## src/rtl/dp_align_pkg.sv

```systemverilog
// Shared types and constants for the dp_align systolic array: symbol codes, scores, boundary record.
// Latency: none (declarations only).
// Backpressure: none.
package dp_align_pkg;
  localparam int BP_WIDTH    = 2;
  localparam int CALC_WIDTH  = 10;
  localparam int N           = 4;
  localparam int SEQ_MAX_LEN = 64;

  localparam int MATCH    = 2;
  localparam int MISMATCH = 4;
  localparam int O1       = 4;
  localparam int E1       = 2;
  localparam int O2       = 24;
  localparam int E2       = 1;

  localparam int CNT_W = $clog2(SEQ_MAX_LEN);
  localparam int ROW_W = $clog2(SEQ_MAX_LEN + N);
  localparam int DRN_W = $clog2(N + 2);

  typedef enum logic [1:0] {BP_A = 2'b00, BP_C = 2'b01, BP_G = 2'b10, BP_T = 2'b11} bp_e;
  typedef enum logic [1:0] {DIR_ZERO = 2'b00, DIR_DIAG = 2'b01, DIR_E = 2'b10, DIR_F = 2'b11} dir_e;

  typedef struct packed {
    logic [CALC_WIDTH-1:0] h;
    logic [CALC_WIDTH-1:0] f1;
    logic [CALC_WIDTH-1:0] f2;
  } bnd_t;

  typedef logic [CNT_W:0] tcnt_t;

  // Two spare bits keep score arithmetic signed and overflow-free before clamping.
  localparam int SW = CALC_WIDTH + 2;
  typedef logic signed [SW-1:0] sc_t;

  localparam sc_t SC_MATCH    = sc_t'(MATCH);
  localparam sc_t SC_MISMATCH = sc_t'(MISMATCH);
  localparam sc_t SC_GO1      = sc_t'(O1 + E1);
  localparam sc_t SC_GE1      = sc_t'(E1);
  localparam sc_t SC_GO2      = sc_t'(O2 + E2);
  localparam sc_t SC_GE2      = sc_t'(E2);
  localparam sc_t SC_HMAX     = sc_t'((1 << CALC_WIDTH) - 1);

  function automatic sc_t ext(input logic [CALC_WIDTH-1:0] v);
    return sc_t'({2'b00, v});
  endfunction

  function automatic sc_t smax(input sc_t a, input sc_t b);
    return (a > b) ? a : b;
  endfunction

  function automatic sc_t floor0(input sc_t v);
    return (v < 0) ? '0 : v;
  endfunction
endpackage

```

## src/rtl/dp_align_pe.sv

```systemverilog
// One Smith-Waterman cell with two-piece affine gaps; holds one query symbol.
// Latency: 1 cycle from input column to registered H/F outputs.
// Backpressure: en=0 freezes every register; clr restarts the column walk.
module dp_align_pe
  import dp_align_pkg::*;
(
  input  logic                  clk,
  input  logic                  reset_i,
  input  logic                  clr,
  input  logic                  en,
  input  logic                  q_ld,
  input  logic [BP_WIDTH-1:0]   q_in,
  input  logic                  in_v,
  input  logic [BP_WIDTH-1:0]   in_t,
  input  logic [CALC_WIDTH-1:0] in_h,
  input  logic [CALC_WIDTH-1:0] in_f1,
  input  logic [CALC_WIDTH-1:0] in_f2,
  output logic                  out_v,
  output logic [BP_WIDTH-1:0]   out_t,
  output logic [CALC_WIDTH-1:0] out_h,
  output logic [CALC_WIDTH-1:0] out_f1,
  output logic [CALC_WIDTH-1:0] out_f2,
  output logic [1:0]            k0,
  output logic [1:0]            k1
);
  logic [BP_WIDTH-1:0]   q;
  logic [CALC_WIDTH-1:0] diag, e1, e2;
  sc_t e1_o, e1_x, e2_o, e2_x, f1_o, f1_x, f2_o, f2_x;
  sc_t e1_n, e2_n, f1_n, f2_n, dg, gap_e, gap_f, h_raw;
  logic [CALC_WIDTH-1:0] h_n;
  dir_e dir_n;
  logic ext_e, ext_f;

  always_comb begin
    e1_o  = ext(out_h) - SC_GO1;
    e1_x  = ext(e1) - SC_GE1;
    e2_o  = ext(out_h) - SC_GO2;
    e2_x  = ext(e2) - SC_GE2;
    f1_o  = ext(in_h) - SC_GO1;
    f1_x  = ext(in_f1) - SC_GE1;
    f2_o  = ext(in_h) - SC_GO2;
    f2_x  = ext(in_f2) - SC_GE2;
    e1_n  = floor0(smax(e1_o, e1_x));
    e2_n  = floor0(smax(e2_o, e2_x));
    f1_n  = floor0(smax(f1_o, f1_x));
    f2_n  = floor0(smax(f2_o, f2_x));
    dg    = (q == in_t) ? ext(diag) + SC_MATCH : ext(diag) - SC_MISMATCH;
    gap_e = smax(e1_n, e2_n);
    gap_f = smax(f1_n, f2_n);
    h_raw = floor0(smax(dg, smax(gap_e, gap_f)));
    h_n   = (h_raw > SC_HMAX) ? '1 : h_raw[CALC_WIDTH-1:0];
    // Priority on ties: diagonal, then horizontal gap, then vertical gap.
    if (h_raw == 0)          dir_n = DIR_ZERO;
    else if (h_raw == dg)    dir_n = DIR_DIAG;
    else if (h_raw == gap_e) dir_n = DIR_E;
    else                     dir_n = DIR_F;
    ext_e = (e1_n >= e2_n) ? (e1_x > e1_o) : (e2_x > e2_o);
    ext_f = (f1_n >= f2_n) ? (f1_x > f1_o) : (f2_x > f2_o);
  end

  always_ff @(posedge clk) begin
    if (reset_i) begin
      q      <= '0;
      diag   <= '0;
      e1     <= '0;
      e2     <= '0;
      out_v  <= 1'b0;
      out_t  <= '0;
      out_h  <= '0;
      out_f1 <= '0;
      out_f2 <= '0;
      k0     <= '0;
      k1     <= '0;
    end else begin
      if (q_ld) q <= q_in;
      if (clr) begin
        diag   <= '0;
        e1     <= '0;
        e2     <= '0;
        out_v  <= 1'b0;
        out_t  <= '0;
        out_h  <= '0;
        out_f1 <= '0;
        out_f2 <= '0;
        k0     <= '0;
        k1     <= '0;
      end else if (en) begin
        out_v <= in_v;
        out_t <= in_t;
        if (in_v) begin
          out_h  <= h_n;
          out_f1 <= f1_n[CALC_WIDTH-1:0];
          out_f2 <= f2_n[CALC_WIDTH-1:0];
          e1     <= e1_n[CALC_WIDTH-1:0];
          e2     <= e2_n[CALC_WIDTH-1:0];
          diag   <= in_h;
          k0     <= dir_n;
          k1     <= {ext_e, ext_f};
        end
      end
    end
  end
endmodule

```

## src/rtl/dp_align_array.sv

```systemverilog
// Linear systolic array scoring query S against streamed target T; blocks of N query symbols chained via a row buffer.
// Latency: busy drops N+1 cycles after the last valid T symbol; max_o is final by then.
// Backpressure: none by default; with TRACEBACK_EN, tb_busy=1 freezes the whole array.
module dp_align_array
  import dp_align_pkg::*;
(
  input  logic                  clk,
  input  logic                  reset_i,
  input  logic [BP_WIDTH-1:0]   S,
  input  logic [BP_WIDTH-1:0]   T,
  input  logic                  s_update,
  input  logic                  ack,
  input  logic                  valid,
  input  logic                  new_seq,
  output logic [CALC_WIDTH-1:0] max_o,
  output logic                  busy,
  output logic                  tb_valid,
  output logic [CNT_W-1:0]      array_num,
  input  logic                  tb_busy,
  output logic [7:0]            mem_block_num,
  output logic [ROW_W-1:0]      row_num,
  output logic [2*N-1:0]        row_k0,
  output logic [2*N-1:0]        row_k1
);
  localparam tcnt_t            T_LIM = tcnt_t'(SEQ_MAX_LEN);
  localparam logic [DRN_W-1:0] DRAIN = DRN_W'(N + 1);

  logic [N-1:0][BP_WIDTH-1:0]   sreg;
  logic [N:0]                   st_v;
  logic [N:0][BP_WIDTH-1:0]     st_t;
  logic [N:0][CALC_WIDTH-1:0]   st_h, st_f1, st_f2;
  logic [N-1:0][1:0]            pe_k0, pe_k1;
  logic                         stall, sup_acc, accept, clr, wr_en;
  tcnt_t                        t_cnt, wr_cnt;
  logic [DRN_W-1:0]             drain;
  logic [ROW_W-1:0]             row_cnt;
  logic                         rb_valid, rb_use;
  logic [CALC_WIDTH-1:0]        max_q, max_n;
  bnd_t                         row_buf [SEQ_MAX_LEN];
  bnd_t                         bnd;

`ifdef TRACEBACK_EN
  assign stall = tb_busy;
`else
  assign stall = 1'b0;
`endif

  assign busy    = (drain != '0);
  assign sup_acc = s_update && !busy && !new_seq;
  assign accept  = valid && !stall && !new_seq && !sup_acc && (t_cnt < T_LIM);
  assign clr     = new_seq || sup_acc;
  assign wr_en   = !stall && !new_seq && st_v[N] && (wr_cnt < T_LIM);
  assign max_o   = max_q;

  // Block 0 sees an all-zero boundary row; later blocks read what PE N-1 left behind.
  assign bnd      = rb_use ? row_buf[t_cnt[CNT_W-1:0]] : '0;
  assign st_v[0]  = accept;
  assign st_t[0]  = T;
  assign st_h[0]  = bnd.h;
  assign st_f1[0] = bnd.f1;
  assign st_f2[0] = bnd.f2;

  for (genvar k = 0; k < N; k++) begin : g_pe
    dp_align_pe u_pe (
      .clk     (clk),
      .reset_i (reset_i),
      .clr     (clr),
      .en      (!stall),
      .q_ld    (sup_acc),
      .q_in    (sreg[k]),
      .in_v    (st_v[k]),
      .in_t    (st_t[k]),
      .in_h    (st_h[k]),
      .in_f1   (st_f1[k]),
      .in_f2   (st_f2[k]),
      .out_v   (st_v[k+1]),
      .out_t   (st_t[k+1]),
      .out_h   (st_h[k+1]),
      .out_f1  (st_f1[k+1]),
      .out_f2  (st_f2[k+1]),
      .k0      (pe_k0[k]),
      .k1      (pe_k1[k])
    );
  end

  always_comb begin
    max_n = max_q;
    for (int k = 1; k <= N; k++) begin
      if (st_v[k] && (st_h[k] > max_n)) max_n = st_h[k];
    end
  end

  always_ff @(posedge clk) begin
    if (reset_i) begin
      sreg          <= '0;
      t_cnt         <= '0;
      wr_cnt        <= '0;
      drain         <= '0;
      row_cnt       <= '0;
      rb_valid      <= 1'b0;
      rb_use        <= 1'b0;
      mem_block_num <= '0;
      max_q         <= '0;
    end else begin
      if (ack && !s_update) sreg <= {sreg[N-2:0], S};
      if (new_seq) begin
        t_cnt         <= '0;
        wr_cnt        <= '0;
        drain         <= '0;
        row_cnt       <= '0;
        rb_valid      <= 1'b0;
        rb_use        <= 1'b0;
        mem_block_num <= '0;
        max_q         <= '0;
      end else begin
        if (sup_acc) begin
          t_cnt   <= '0;
          wr_cnt  <= '0;
          row_cnt <= '0;
          rb_use  <= rb_valid;
          if (rb_valid) mem_block_num <= mem_block_num + 8'd1;
        end else if (!stall) begin
          if (accept) t_cnt <= t_cnt + tcnt_t'(1);
          if (wr_en) begin
            wr_cnt   <= wr_cnt + tcnt_t'(1);
            rb_valid <= 1'b1;
          end
          if (busy) row_cnt <= row_cnt + ROW_W'(1);
        end
        if (!stall) begin
          if (accept)              drain <= DRAIN;
          else if (drain != '0)    drain <= drain - DRN_W'(1);
        end
        max_q <= max_n;
      end
    end
  end

  always_ff @(posedge clk) begin
    if (wr_en) row_buf[wr_cnt[CNT_W-1:0]] <= '{h: st_h[N], f1: st_f1[N], f2: st_f2[N]};
  end

`ifdef TRACEBACK_EN
  assign tb_valid  = |st_v[N:1];
  assign array_num = CNT_W'(t_cnt - tcnt_t'(1));
  assign row_num   = row_cnt;
  assign row_k0    = pe_k0;
  assign row_k1    = pe_k1;
`else
  logic unused_tb;
  assign unused_tb = ^{tb_busy, pe_k0, pe_k1, row_cnt};
  assign tb_valid  = 1'b0;
  assign array_num = '0;
  assign row_num   = '0;
  assign row_k0    = '0;
  assign row_k1    = '0;
`endif

  logic unused_tail;
  assign unused_tail = ^st_t[N];
endmodule

```

## config.mk

```make
export PLATFORM = sky130hd
export DESIGN_NAME = dp_align_array
export DESIGN_NICKNAME = d
export VERILOG_FILES = /design/src/rtl/dp_align_pkg.sv /design/src/rtl/dp_align_pe.sv /design/src/rtl/dp_align_array.sv
export SDC_FILE = /design/constraint.sdc
export NUM_CORES = 2
export LEC_CHECK = 0
export BUFFER_PORTS_ARGS = -buffer_cell sky130_fd_sc_hd__buf_4
export CAP_MARGIN = 30
export CORE_ASPECT_RATIO = 0.6
export CORE_MARGIN = 2
export CORE_UTILIZATION = 52
export DETAILED_ROUTE_END_ITERATION = 12
export HOLD_SLACK_MARGIN = 0.15
export PLACE_DENSITY_LB_ADDON = 0.25
export SYNTH_ARGS = -nofsm -noshare
export SYNTH_HDL_FRONTEND = slang
export SYNTH_HIERARCHICAL = 1
export SYNTH_SLANG_ARGS = --single-unit
```

## constraint.sdc

```tcl
create_clock -name clk -period 11.75 [get_ports clk]
set_input_delay 3.525 -clock clk [delete_from_list [all_inputs] [get_ports clk]]
set_output_delay 3.525 -clock clk [all_outputs]
set_load 0.02 [all_outputs]
```

==> out/results.ini <==
[final_layout]
drive_gt1_frac=0.2180
regArea_mm2=0.06390
layout_commonest_cell=edfxtp_1
final_area_mm2=0.1189
multi_input_area_mm2=0.04021
area_growth_pct=12.31
nets=7899
layout_common_cells=1920 x edfxtp_1, 630 x mux4_2, 490 x nor2_1
fillers=15274

[drt]
vias=65892
dr.first_iter.drc_count=8454
wl_per_cell_um=28.69
firstDrtPassIters=6
drtAntennaViolNets=0
drc=0
viasPerCell=6.366
routed_wl_mm=297.0

[floorplan]
die_y_um=353.5
die_w_um=586.5
dieArea_mm2=0.2073
io-pin-count=60
core_mm2=0.2026
start_util=0.5225
num_rows=128

[timing]
relSlewSlack=0.3134
max_freq_mhz=86.97
setup_violations=0
fin_skew_ns=0.06554
worst_pin_slew_ns=1.030
timing.final.crit_share=0.9785
period_needed_ns=11.50
hold_viol=0
slew_violations=0
fin_setup_tns_ns=0

[clock_tree]
hold_buffers=0
h-tree-depth=4
insertion_delay_ns=0.86
cts_root_buffer=clkbuf_16
numCtsBuffers=200
cts_tree=done
clock_path_buffers=4
clkSinkCount=2229
cts.clk_slew.worst_paths_ns=0.06

[setup_path]
crit_arrival_ns=12.27
path_max_fanout=6
startpoint_type=flip-flop
worstPathRequired_ns=12.52
crit_type=flip-flop to flip-flop
critical-path-slowest-cell=mux4_2
cpPeakStageDelay_ns=0.65
end_kind=flip-flop

[global_route]
first_global_vias=62163
antenna_found_initial=27
grt_max_degree=95
grt-ovfl-total=0
grt_pass1_wl_mm=424.4
grtUsageTotal=0.2806

[min_path]
hp-class=flip-flop to flip-flop

[synthesis]
avgSynthCellArea_um2=14.75
yosys_warnings=6
syn_inst=7176
syn-cell-area_mm2=0.1059

[place]
port_buffers=28
dp_hpwl_mm=189.4
gp_congestion=0.9520
placed_area_mm2=0.1114

[pwr]
ir_worst_vdd_uv=169.1
p_leak_nw=35.74
powerDensity_mw_per_mm2=147.3

[job]
cap_violations=0

[run_status]
status=finished clean

-- state kept, by name, indices dropped and copies added, names as in the netlist, 3 cells and up, named ones only --
register and count:
row_buf 1920, g_pe.u_pe/out_h 40, wr_cnt 7, mem_block_num 8, max_o 10, sreg 8
t_cnt 7, drain 3, g_pe.u_pe/out_f1 40, g_pe.u_pe/e1 40, g_pe.u_pe/out_v 4, g_pe.u_pe/out_f2 40
g_pe.u_pe/out_t 6, g_pe.u_pe/e2 40, g_pe.u_pe/q 8, g_pe.u_pe/diag 40
-- what timing repair did --
| action | CTS | global route |
|---|---|---|
| pin swaps | 0 | 23 |
| cloned | 0 | 12 |
| endpoints found under the setup margin | 7 | 10 |
| buffers inserted | 0 | 60 |
| resized for setup | 2 | 93 |
-- critical path: cells and delay by family (launching register included) --
| family | cells | cell delay (ns) |
|---|---|---|
| fa+ha+maj | 5 | 1.27 |
| mux | 5 | 2.33 |
| compound gates | 23 | 3.61 |
| buf+inv | 8 | 1.09 |
| flops | 1 | 0.37 |
| simple gates | 12 | 2.56 |
| xor+xnor | 1 | 0.16 |
-- per-layer routing --
layer,vias up,share of wire,global-route usage
met5,-,0.00057,0
met4,24,0.017,0.04630
met3,366,0.13,0.08443
met2,3516,0.41,0.3793
met1,33590,0.44,0.4503
li1,28396,-,-
-- final timing paths --
kind	from	end	depth (start not counted)	slack, ns
hold reg to reg	g_pe[1].u_pe/diag[0]	g_pe[1].u_pe/diag[0]	2	0.46
setup reg to reg	flip-flop	g_pe[0].u_pe/out_h[9]	54	0.25
hold / removal	g_pe[1].u_pe/diag[0]	g_pe[1].u_pe/diag[0]	2	0.46
setup / recovery	flip-flop	g_pe[0].u_pe/out_h[9]	54	0.25
-- report_power, final --
| part | total (W) | internal, W | switching [W] |
|---|---|---|---|
| sequential | 0.00847 | 0.00846 | 0.00000508 |
| clock | 0.00644 | 0.00353 | 0.00291 |
| combinational | 0.00260 | 0.00103 | 0.00158 |
| total | 0.0175 | 0.0130 | 0.00449 |
-- area by class of cell --
class / count / share of cell area
flip-flops and latches: 2229 / 0.5374
clock buffers: 249 / 0.04391
diodes: 6 / 0.0001263
multi-input cells: 4310 / 0.3383
repair buffers: 433 / 0.03387
well taps: 2730 / 0.02873
inverters: 294 / 0.009282
clock inverters: 100 / 0.008388
-- per-stage QoR --
| stage | hold slack, ns | std cells | total power, W | setup slack (ns) | util |
|---|---|---|---|---|---|
| 2_1_floorplan | 0.4351 | 7222 | 0.01033 | 0.06280 | - |
| 3_5_place_dp | 0.4516 | 9922 | 0.01103 | -0.07371 | 0.5500 |
| 5_1_grt | 0.4813 | 10347 | 0.01812 | -0.1047 | 0.5868 |
| 3_3_place_gp | 0.4489 | 9917 | 0.01100 | 0.08998 | 0.5497 |
| 6_report | 0.4579 | 10351 | 0.01751 | 0.2522 | 0.5868 |
| 4_1_cts | 0.4597 | 10271 | 0.01739 | 0.0002371 | 0.5807 |
No activity file was read; power rests on OpenSTA's default activity.
